File: src/rtl/fu_acc_pkg.sv
// Shared types for the accumulating functional unit.
//   alu_op_e    : operation select carried on alu_sel (codes 12..15 alias ADD)
//   fsm_state_e : accumulate-mode controller states
//   ALU_SEL_W   : width of the operation select
package fu_acc_pkg;

  localparam int ALU_SEL_W = 4;

  typedef enum logic [ALU_SEL_W-1:0] {
    ALU_ADD  = 4'd0,
    ALU_MUL  = 4'd1,
    ALU_SUB  = 4'd2,
    ALU_AND  = 4'd3,
    ALU_OR   = 4'd4,
    ALU_XOR  = 4'd5,
    ALU_SLL  = 4'd6,
    ALU_SRL  = 4'd7,
    ALU_SRA  = 4'd8,
    ALU_MIN  = 4'd9,
    ALU_MAX  = 4'd10,
    ALU_PASS = 4'd11
  } alu_op_e;

  typedef enum logic [1:0] {
    ST_LOAD = 2'd0,
    ST_ACC  = 2'd1,
    ST_EMIT = 2'd2
  } fsm_state_e;

endpackage

File: src/rtl/functional_unit_acc_if.sv
// Operand/result handshake bundle for functional_unit_acc.
//   din_1, din_2 : operands A and B
//   din_v/din_r  : input valid/ready
//   dout         : registered result
//   dout_v/dout_r: output valid/ready
// master = producer of operands and consumer of results; slave = the unit.
interface functional_unit_acc_if #(
  parameter int DATA_WIDTH = 32
) ();

  logic [DATA_WIDTH-1:0] din_1;
  logic [DATA_WIDTH-1:0] din_2;
  logic                  din_v;
  logic                  din_r;
  logic [DATA_WIDTH-1:0] dout;
  logic                  dout_v;
  logic                  dout_r;

  modport master (
    output din_1, din_2, din_v, dout_r,
    input  din_r, dout, dout_v
  );

  modport slave (
    input  din_1, din_2, din_v, dout_r,
    output din_r, dout, dout_v
  );

endinterface

File: src/rtl/fu_acc_alu.sv
// Combinational ALU for functional_unit_acc.
//   i_op     : operation select (alu_op_e encoding, 12..15 behave as ADD)
//   i_a, i_b : operands
//   o_result : result truncated to DATA_WIDTH
// The multiplier is only built when FU_ACC_MUL_EN is defined; otherwise
// the MUL code returns zero and no multiplier is inferred.
module fu_acc_alu
  import fu_acc_pkg::*;
#(
  parameter int DATA_WIDTH = 32
) (
  input  logic [ALU_SEL_W-1:0]  i_op,
  input  logic [DATA_WIDTH-1:0] i_a,
  input  logic [DATA_WIDTH-1:0] i_b,
  output logic [DATA_WIDTH-1:0] o_result
);

  localparam int SHW = $clog2(DATA_WIDTH);

  logic signed [DATA_WIDTH-1:0] w_a_s;
  logic signed [DATA_WIDTH-1:0] w_b_s;
  logic        [SHW-1:0]        w_shamt;
  logic                         w_a_lt_b;
  logic        [DATA_WIDTH-1:0] w_prod;

  assign w_a_s    = i_a;
  assign w_b_s    = i_b;
  assign w_shamt  = i_b[SHW-1:0];
  assign w_a_lt_b = (w_a_s < w_b_s);

`ifdef FU_ACC_MUL_EN
  // Low half of the product only.
  assign w_prod = i_a * i_b;
`else
  assign w_prod = '0;
`endif

  always_comb begin
    o_result = i_a + i_b;
    case (i_op)
      ALU_ADD:  o_result = i_a + i_b;
      ALU_MUL:  o_result = w_prod;
      ALU_SUB:  o_result = i_a - i_b;
      ALU_AND:  o_result = i_a & i_b;
      ALU_OR:   o_result = i_a | i_b;
      ALU_XOR:  o_result = i_a ^ i_b;
      ALU_SLL:  o_result = i_a << w_shamt;
      ALU_SRL:  o_result = i_a >> w_shamt;
      ALU_SRA:  o_result = w_a_s >>> w_shamt;
      ALU_MIN:  o_result = w_a_lt_b ? i_a : i_b;
      ALU_MAX:  o_result = w_a_lt_b ? i_b : i_a;
      ALU_PASS: o_result = i_a;
      default:  o_result = i_a + i_b;
    endcase
  end

endmodule

File: src/rtl/functional_unit_acc.sv
// Functional unit with optional accumulation.
// feedback=0: streaming ALU, one result per accepted input, latency 1.
// feedback=1: operand B is the accumulator; acc_len inputs are folded into
//             one result (acc_len=0 counts as 1), then the accumulator is
//             reseeded from initial_value.
// Ports:
//   clk, rst      : clock, synchronous active-high reset
//   bus (slave)   : din_1/din_2/din_v/din_r, dout/dout_v/dout_r handshake
//   feedback      : accumulate mode select
//   initial_value : accumulator seed
//   acc_len       : inputs per accumulated result
//   alu_sel       : operation select
//   acc_count     : inputs absorbed in the current accumulation
// Build option: FU_ACC_MUL_EN enables the multiplier in the ALU.
module functional_unit_acc
  import fu_acc_pkg::*;
#(
  parameter int DATA_WIDTH  = 32,
  parameter int COUNT_WIDTH = 16
) (
  input  logic                   clk,
  input  logic                   rst,
  functional_unit_acc_if.slave   bus,
  input  logic                   feedback,
  input  logic [DATA_WIDTH-1:0]  initial_value,
  input  logic [COUNT_WIDTH-1:0] acc_len,
  input  logic [ALU_SEL_W-1:0]   alu_sel,
  output logic [COUNT_WIDTH-1:0] acc_count
);

  fsm_state_e             r_state;
  fsm_state_e             w_state_nxt;
  logic [DATA_WIDTH-1:0]  r_acc;
  logic [DATA_WIDTH-1:0]  r_dout;
  logic                   r_dout_v;
  logic [COUNT_WIDTH-1:0] r_cnt;

  logic [DATA_WIDTH-1:0]  w_b;
  logic [DATA_WIDTH-1:0]  w_alu;
  logic [COUNT_WIDTH-1:0] w_cnt_inc;
  logic [COUNT_WIDTH-1:0] w_len_eff;
  logic                   w_last;
  logic                   w_din_r;
  logic                   w_accept;
  logic                   w_consume;

  assign w_b       = feedback ? r_acc : bus.din_2;
  assign w_cnt_inc = r_cnt + 1'b1;
  assign w_len_eff = (acc_len == '0) ? {{(COUNT_WIDTH-1){1'b0}}, 1'b1} : acc_len;
  // >= rather than == so a shortened acc_len cannot make the count run away.
  assign w_last    = (w_cnt_inc >= w_len_eff);
  assign w_accept  = bus.din_v && w_din_r;
  assign w_consume = r_dout_v && bus.dout_r;

  fu_acc_alu #(
    .DATA_WIDTH (DATA_WIDTH)
  ) u_alu (
    .i_op     (alu_sel),
    .i_a      (bus.din_1),
    .i_b      (w_b),
    .o_result (w_alu)
  );

  // Next state and input-ready
  always_comb begin
    w_state_nxt = r_state;
    w_din_r     = 1'b0;
    if (!feedback) begin
      w_state_nxt = ST_LOAD;
      w_din_r     = !r_dout_v || bus.dout_r;
    end else begin
      case (r_state)
        ST_LOAD: w_state_nxt = ST_ACC;
        ST_ACC: begin
          // dout_v is normally clear here; the gate only protects a result
          // left pending from streaming mode.
          w_din_r = !r_dout_v || bus.dout_r;
          if (w_accept && w_last) w_state_nxt = ST_EMIT;
        end
        ST_EMIT: if (w_consume) w_state_nxt = ST_ACC;
        default: w_state_nxt = ST_LOAD;
      endcase
    end
    if (rst) w_din_r = 1'b0;
  end

  // State, accumulator and output registers
  always_ff @(posedge clk) begin
    if (rst) begin
      r_state  <= ST_LOAD;
      r_dout   <= '0;
      r_dout_v <= 1'b0;
      r_acc    <= '0;
      r_cnt    <= '0;
    end else begin
      r_state <= w_state_nxt;
      // A consumed result drops valid unless a new one is written below.
      if (w_consume) r_dout_v <= 1'b0;
      if (!feedback || r_state == ST_LOAD) begin
        r_acc <= initial_value;
        r_cnt <= '0;
        if (!feedback && w_accept) begin
          r_dout   <= w_alu;
          r_dout_v <= 1'b1;
        end
      end else if (r_state == ST_ACC) begin
        if (w_accept) begin
          r_acc <= w_alu;
          r_cnt <= w_cnt_inc;
          if (w_last) begin
            r_dout   <= w_alu;
            r_dout_v <= 1'b1;
          end
        end
      end else if (w_consume) begin
        // Reseed straight into the next batch, no LOAD bubble.
        r_acc <= initial_value;
        r_cnt <= '0;
      end
    end
  end

  assign bus.din_r  = w_din_r;
  assign bus.dout   = r_dout;
  assign bus.dout_v = r_dout_v;
  assign acc_count  = r_cnt;

endmodule

File: src/flat_wrapper.sv
// flat-port wrapper written by rule: the top's interface ports become plain ports
module functional_unit_acc_flat import fu_acc_pkg::*;
#(
  parameter int DATA_WIDTH  = 32,
  parameter int COUNT_WIDTH = 16
)
  (clk, rst, feedback, initial_value, acc_len, alu_sel, acc_count, bus_din_1, bus_din_2, bus_din_v, bus_dout_r, bus_din_r, bus_dout, bus_dout_v);
  functional_unit_acc_if #(.DATA_WIDTH(DATA_WIDTH)) bus_i ();
  input  logic clk;
  input  logic rst;
  input  logic feedback;
  input  logic [DATA_WIDTH-1:0] initial_value;
  input  logic [COUNT_WIDTH-1:0] acc_len;
  input  logic [ALU_SEL_W-1:0] alu_sel;
  output logic [COUNT_WIDTH-1:0] acc_count;
  input wire logic [$bits(bus_i.din_1)-1:0] bus_din_1;
  input wire logic [$bits(bus_i.din_2)-1:0] bus_din_2;
  input wire logic [$bits(bus_i.din_v)-1:0] bus_din_v;
  input wire logic [$bits(bus_i.dout_r)-1:0] bus_dout_r;
  output wire logic [$bits(bus_i.din_r)-1:0] bus_din_r;
  output wire logic [$bits(bus_i.dout)-1:0] bus_dout;
  output wire logic [$bits(bus_i.dout_v)-1:0] bus_dout_v;
  assign bus_i.din_1 = bus_din_1;
  assign bus_i.din_2 = bus_din_2;
  assign bus_i.din_v = bus_din_v;
  assign bus_i.dout_r = bus_dout_r;
  assign bus_din_r = bus_i.din_r;
  assign bus_dout = bus_i.dout;
  assign bus_dout_v = bus_i.dout_v;
  functional_unit_acc #(.DATA_WIDTH(DATA_WIDTH), .COUNT_WIDTH(COUNT_WIDTH)) u_core (.clk(clk), .rst(rst), .bus(bus_i), .feedback(feedback), .initial_value(initial_value), .acc_len(acc_len), .alu_sel(alu_sel), .acc_count(acc_count));
endmodule
File: config.mk
export PLATFORM = sky130hd
export DESIGN_NAME = functional_unit_acc_flat
export DESIGN_NICKNAME = d
export VERILOG_FILES = /design/src/rtl/fu_acc_pkg.sv /design/src/rtl/functional_unit_acc_if.sv /design/src/rtl/fu_acc_alu.sv /design/src/rtl/functional_unit_acc.sv /design/src/flat_wrapper.sv
export SDC_FILE = /design/constraint.sdc
export NUM_CORES = 1
export LEC_CHECK = 0
export CORE_MARGIN = 2
export CORE_UTILIZATION = 39
export CTS_CLUSTER_SIZE = 10
export DETAILED_ROUTE_END_ITERATION = 8
export HOLD_SLACK_MARGIN = 0.06
export PLACE_DENSITY = 0.56
export SYNTH_ARGS = -nofsm -noshare
export SYNTH_HDL_FRONTEND = slang
export SYNTH_HIERARCHICAL = 1
export SYNTH_SLANG_ARGS = --single-unit
File: constraint.sdc
create_clock -name clk -period 7.9 [get_ports clk]
set_input_delay 1.58 -clock clk [delete_from_list [all_inputs] [get_ports clk]]
set_output_delay 1.58 -clock clk [all_outputs]
set_load 0.02 [all_outputs]
==> results.sh <==
export IMPL_fin_nets=2259
export IMPL_p_seq_share_pct=20.6
export IMPL_wl_met1_mm=29.3
export IMPL_ys_async_sr_fraction_pct=0
export IMPL_yosysWarnings=6
export IMPL_ys_ff_latch=83
export IMPL_mostFrequentLayoutCells="nor2_1 (195), nand2_1 (171), clkdlybuf4s50_1 (168)"
export IMPL_syn_area_mm2=0.0141
export IMPL_dr_pass1_iters=6
export IMPL_seq_area_frac_synth_pct=11.8
export IMPL_cp_arrival_ns=6.91
export IMPL_place_ws_ns=1.11
export IMPL_num_vias=16100
export IMPL_grtUsageTotal_pct=32.9
export IMPL_avgSynthCellArea_um2=7.26
export IMPL_p_total_mw=2.27
export IMPL_drive_gt1_share_pct=11.0
export IMPL_status="finished clean"
export IMPL_syn2layout_area_growth_pct=16.5
export IMPL_drcViolationCount=0
export IMPL_drt_iter0_markers=2145
export IMPL_rows=69
export IMPL_dr_wl_met2_mm=27.5
export IMPL_seq_area_mm2=0.00166
export IMPL_combPwrFrac_pct=60.2
export IMPL_vias_per_cell=6.46
export IMPL_wl_per_cell_um=26.1
export IMPL_clock_fmax_mhz=150
export IMPL_start_kind="primary input"
export IMPL_gp_congestion=1.02
export IMPL_worst_slack_ns=1.24
export IMPL_critical_path_class="primary input to flip-flop"
export IMPL_dieArea_mm2=0.0377
export IMPL_clockPowerShare_pct=19.2
export IMPL_cap_violations=0
export IMPL_required_ns=8.16
export IMPL_hp_class="flip-flop to flip-flop"
export IMPL_wl_met3_mm=6.12
export IMPL_max_slew_margin_pct=22.3
export IMPL_die_x_um=194
export IMPL_hpwl_mm=49.7
export IMPL_fin_skew_ns=0.00799
export IMPL_synth_edf_count=0
export IMPL_first_global_vias=15000
export IMPL_ctsResizeCount=0
export IMPL_worstMarginPinSlew_ns=1.16
export IMPL_synthCells=1941
export IMPL_synth_flop_cell="dfxtp_1"
export IMPL_post_cts_buffers=0
export IMPL_crit_path_end_kind="flip-flop"
export IMPL_holdBufCountCts=0
export IMPL_clk_pin_slew_ns=0.06
export IMPL_p_int_mw=1.22
export IMPL_clock_path_buffers=2
export IMPL_power_switching_mw=1.06
export IMPL_final_common_cell="nor2_1"
export IMPL_antenna_left=0
export IMPL_n_fill_cell=3685
export IMPL_hold_viol_final=0
export IMPL_period_needed_ns=6.66
export IMPL_fin_setup_tns_ns=0
export IMPL_routed_top_layer="met4"
export IMPL_fin_util_pct=46.2
export IMPL_core_mm2=0.0356
export IMPL_rsz0062_at_grt="false"
export IMPL_cts_sink_count=83
export IMPL_globalRouteOverflowTotal=0
export IMPL_ir_drop_v=0.000137
export IMPL_initial_core_util_pct=39.6
export IMPL_ctsRootBufferMaster="clkbuf_16"
export IMPL_switching_share_pct=46.4
export IMPL_path_max_fanout=18
export IMPL_finalSetupViolations=0
export IMPL_io_pins=171
export IMPL_antenna_found_initial=3
export IMPL_period_share_pct=84.3
export IMPL_synth_cell_types=100
export IMPL_drt_total_wl_mm=64.8
export IMPL_dieHeight_um=194
export IMPL_synth_nets=2181
export IMPL_slew_violations=0
export IMPL_cts_tree="built"
export IMPL_insertion_delay_ns=0.35
export IMPL_powerDensity_mw_per_mm2=139
export IMPL_grt_pass1_wl_mm=96.5
export IMPL_cts_buffers=9
export IMPL_io_buffers=170
export IMPL_power_leakage_nw=6.58
export IMPL_cts_htree_levels=3
export IMPL_grt_start_max_net_pins=92
export IMPL_multi_input_area_mm2=0.0113
power by group through the flow:
stage | Clock (mW) | Sequential, mW | Combinational (mW)
2_1_floorplan | 0 | 0.493 | 0.833
3_3_place_gp | 0 | 0.478 | 1.32
3_5_place_dp | 0 | 0.477 | 1.32
4_1_cts | 0.448 | 0.469 | 1.33
5_1_grt | 0.466 | 0.472 | 1.45
6_report | 0.438 | 0.469 | 1.37
critical path, stage by stage:
cell	delay (ns)
buf_2	0.36
buf_4	0.30
mux2_2	0.40
inv_1	0.13
ha_1	0.31
o21ai_0	0.18
o21a_1	0.23
o211ai_1	0.46
nand4_1	0.15
a21boi_0	0.53
o21ai_1	0.34
o21ai_0	0.57
o21ai_0	0.20
a21bo_2	0.24
a31oi_1	0.47
nand3_1	0.14
a311oi_1	0.27
registers in the layout, indices dropped and copies added, names as in the netlist:
register,count
u_core/bus.dout,32
u_core/r_acc,32
u_core/r_state,2
u_core/acc_count,16
u_core/bus.dout_v,1
cell families (layout without fill, tap and decap cells):
family          count (synthesis)  count (layout)  share of synthesized area (%)
compound gates                608             608                           29.9
xor+xnor                       50              50                           3.16
fa+ha+maj                     119             119                           10.7
buf+inv                       272             355                           7.93
flops                          83              83                           11.8
mux                           162             162                           14.7
other cells                     0               1                              0
simple gates                  647             647                           21.9
metrics by stage:
| step | hold WS [ns] | cell area [um2] | instances |
|---|---|---|---|
| 2_1_floorplan | 0.473 | 14100 | 1941 |
| 3_5_place_dp | 0.487 | 16100 | 2469 |
| 3_3_place_gp | 0.482 | 16100 | 2469 |
| 6_report | 0.495 | 16400 | 2486 |
| 4_1_cts | 0.495 | 16400 | 2485 |
| 5_1_grt | 0.522 | 16400 | 2485 |
final timing paths:
path | from | end | slack [ns] | depth (start not counted)
hold / removal | u_core/r_acc[30] | u_core/r_acc[30] | 0.50 | 2
setup / recovery | feedback | u_core/r_acc[31] | 1.24 | 17
hold reg to reg | u_core/r_acc[30] | u_core/r_acc[30] | 0.50 | 2
setup reg to reg | u_core/r_acc[2] | u_core/r_acc[31] | 2.79 | 15
metal layers:
metal	vias to the layer above	global-route usage, %
li1	7335	-
met1	7710	48.5
met2	898	49.3
met3	117	4.87
met4	0	9.65
met5	-	0
synthesized netlist by cell type, drive strengths merged (18+ instances only):
master / n / area share, %
nor3: 43 / 1.6
mux2i: 58 / 4.1
nor2b: 45 / 2.1
dfxtp: 83 / 12
ha: 117 / 10
a211oi: 23 / 1.3
mux2: 76 / 6.1
inv: 119 / 3.2
o211ai: 30 / 1.7
a22oi: 22 / 1.2
mux4: 28 / 4.5
a221oi: 50 / 3.4
nor2: 198 / 5.3
xnor2: 39 / 2.5
o21ai: 137 / 4.9
a21oi: 135 / 4.8
nand3: 65 / 2.3
clkbuf: 94 / 2.5
a311oi: 37 / 2.3
nand2b: 23 / 1.0
or3: 18 / 0.88
nand2: 172 / 4.6
buf: 59 / 2.2
cell type report:
| class | instances | area share [%] |
|---|---|---|
| Clock buffer | 13 | 1.58 |
| Clock inverter | 3 | 0.282 |
| Antenna cell | 1 | 0.0152 |
| Tap cell | 461 | 3.51 |
| Sequential cell | 83 | 10.1 |
| Inverter | 119 | 2.73 |
| Timing Repair Buffer | 220 | 12.7 |
| Multi-Input combinational cell | 1586 | 69.1 |
(Power assumes the default switching activity.)
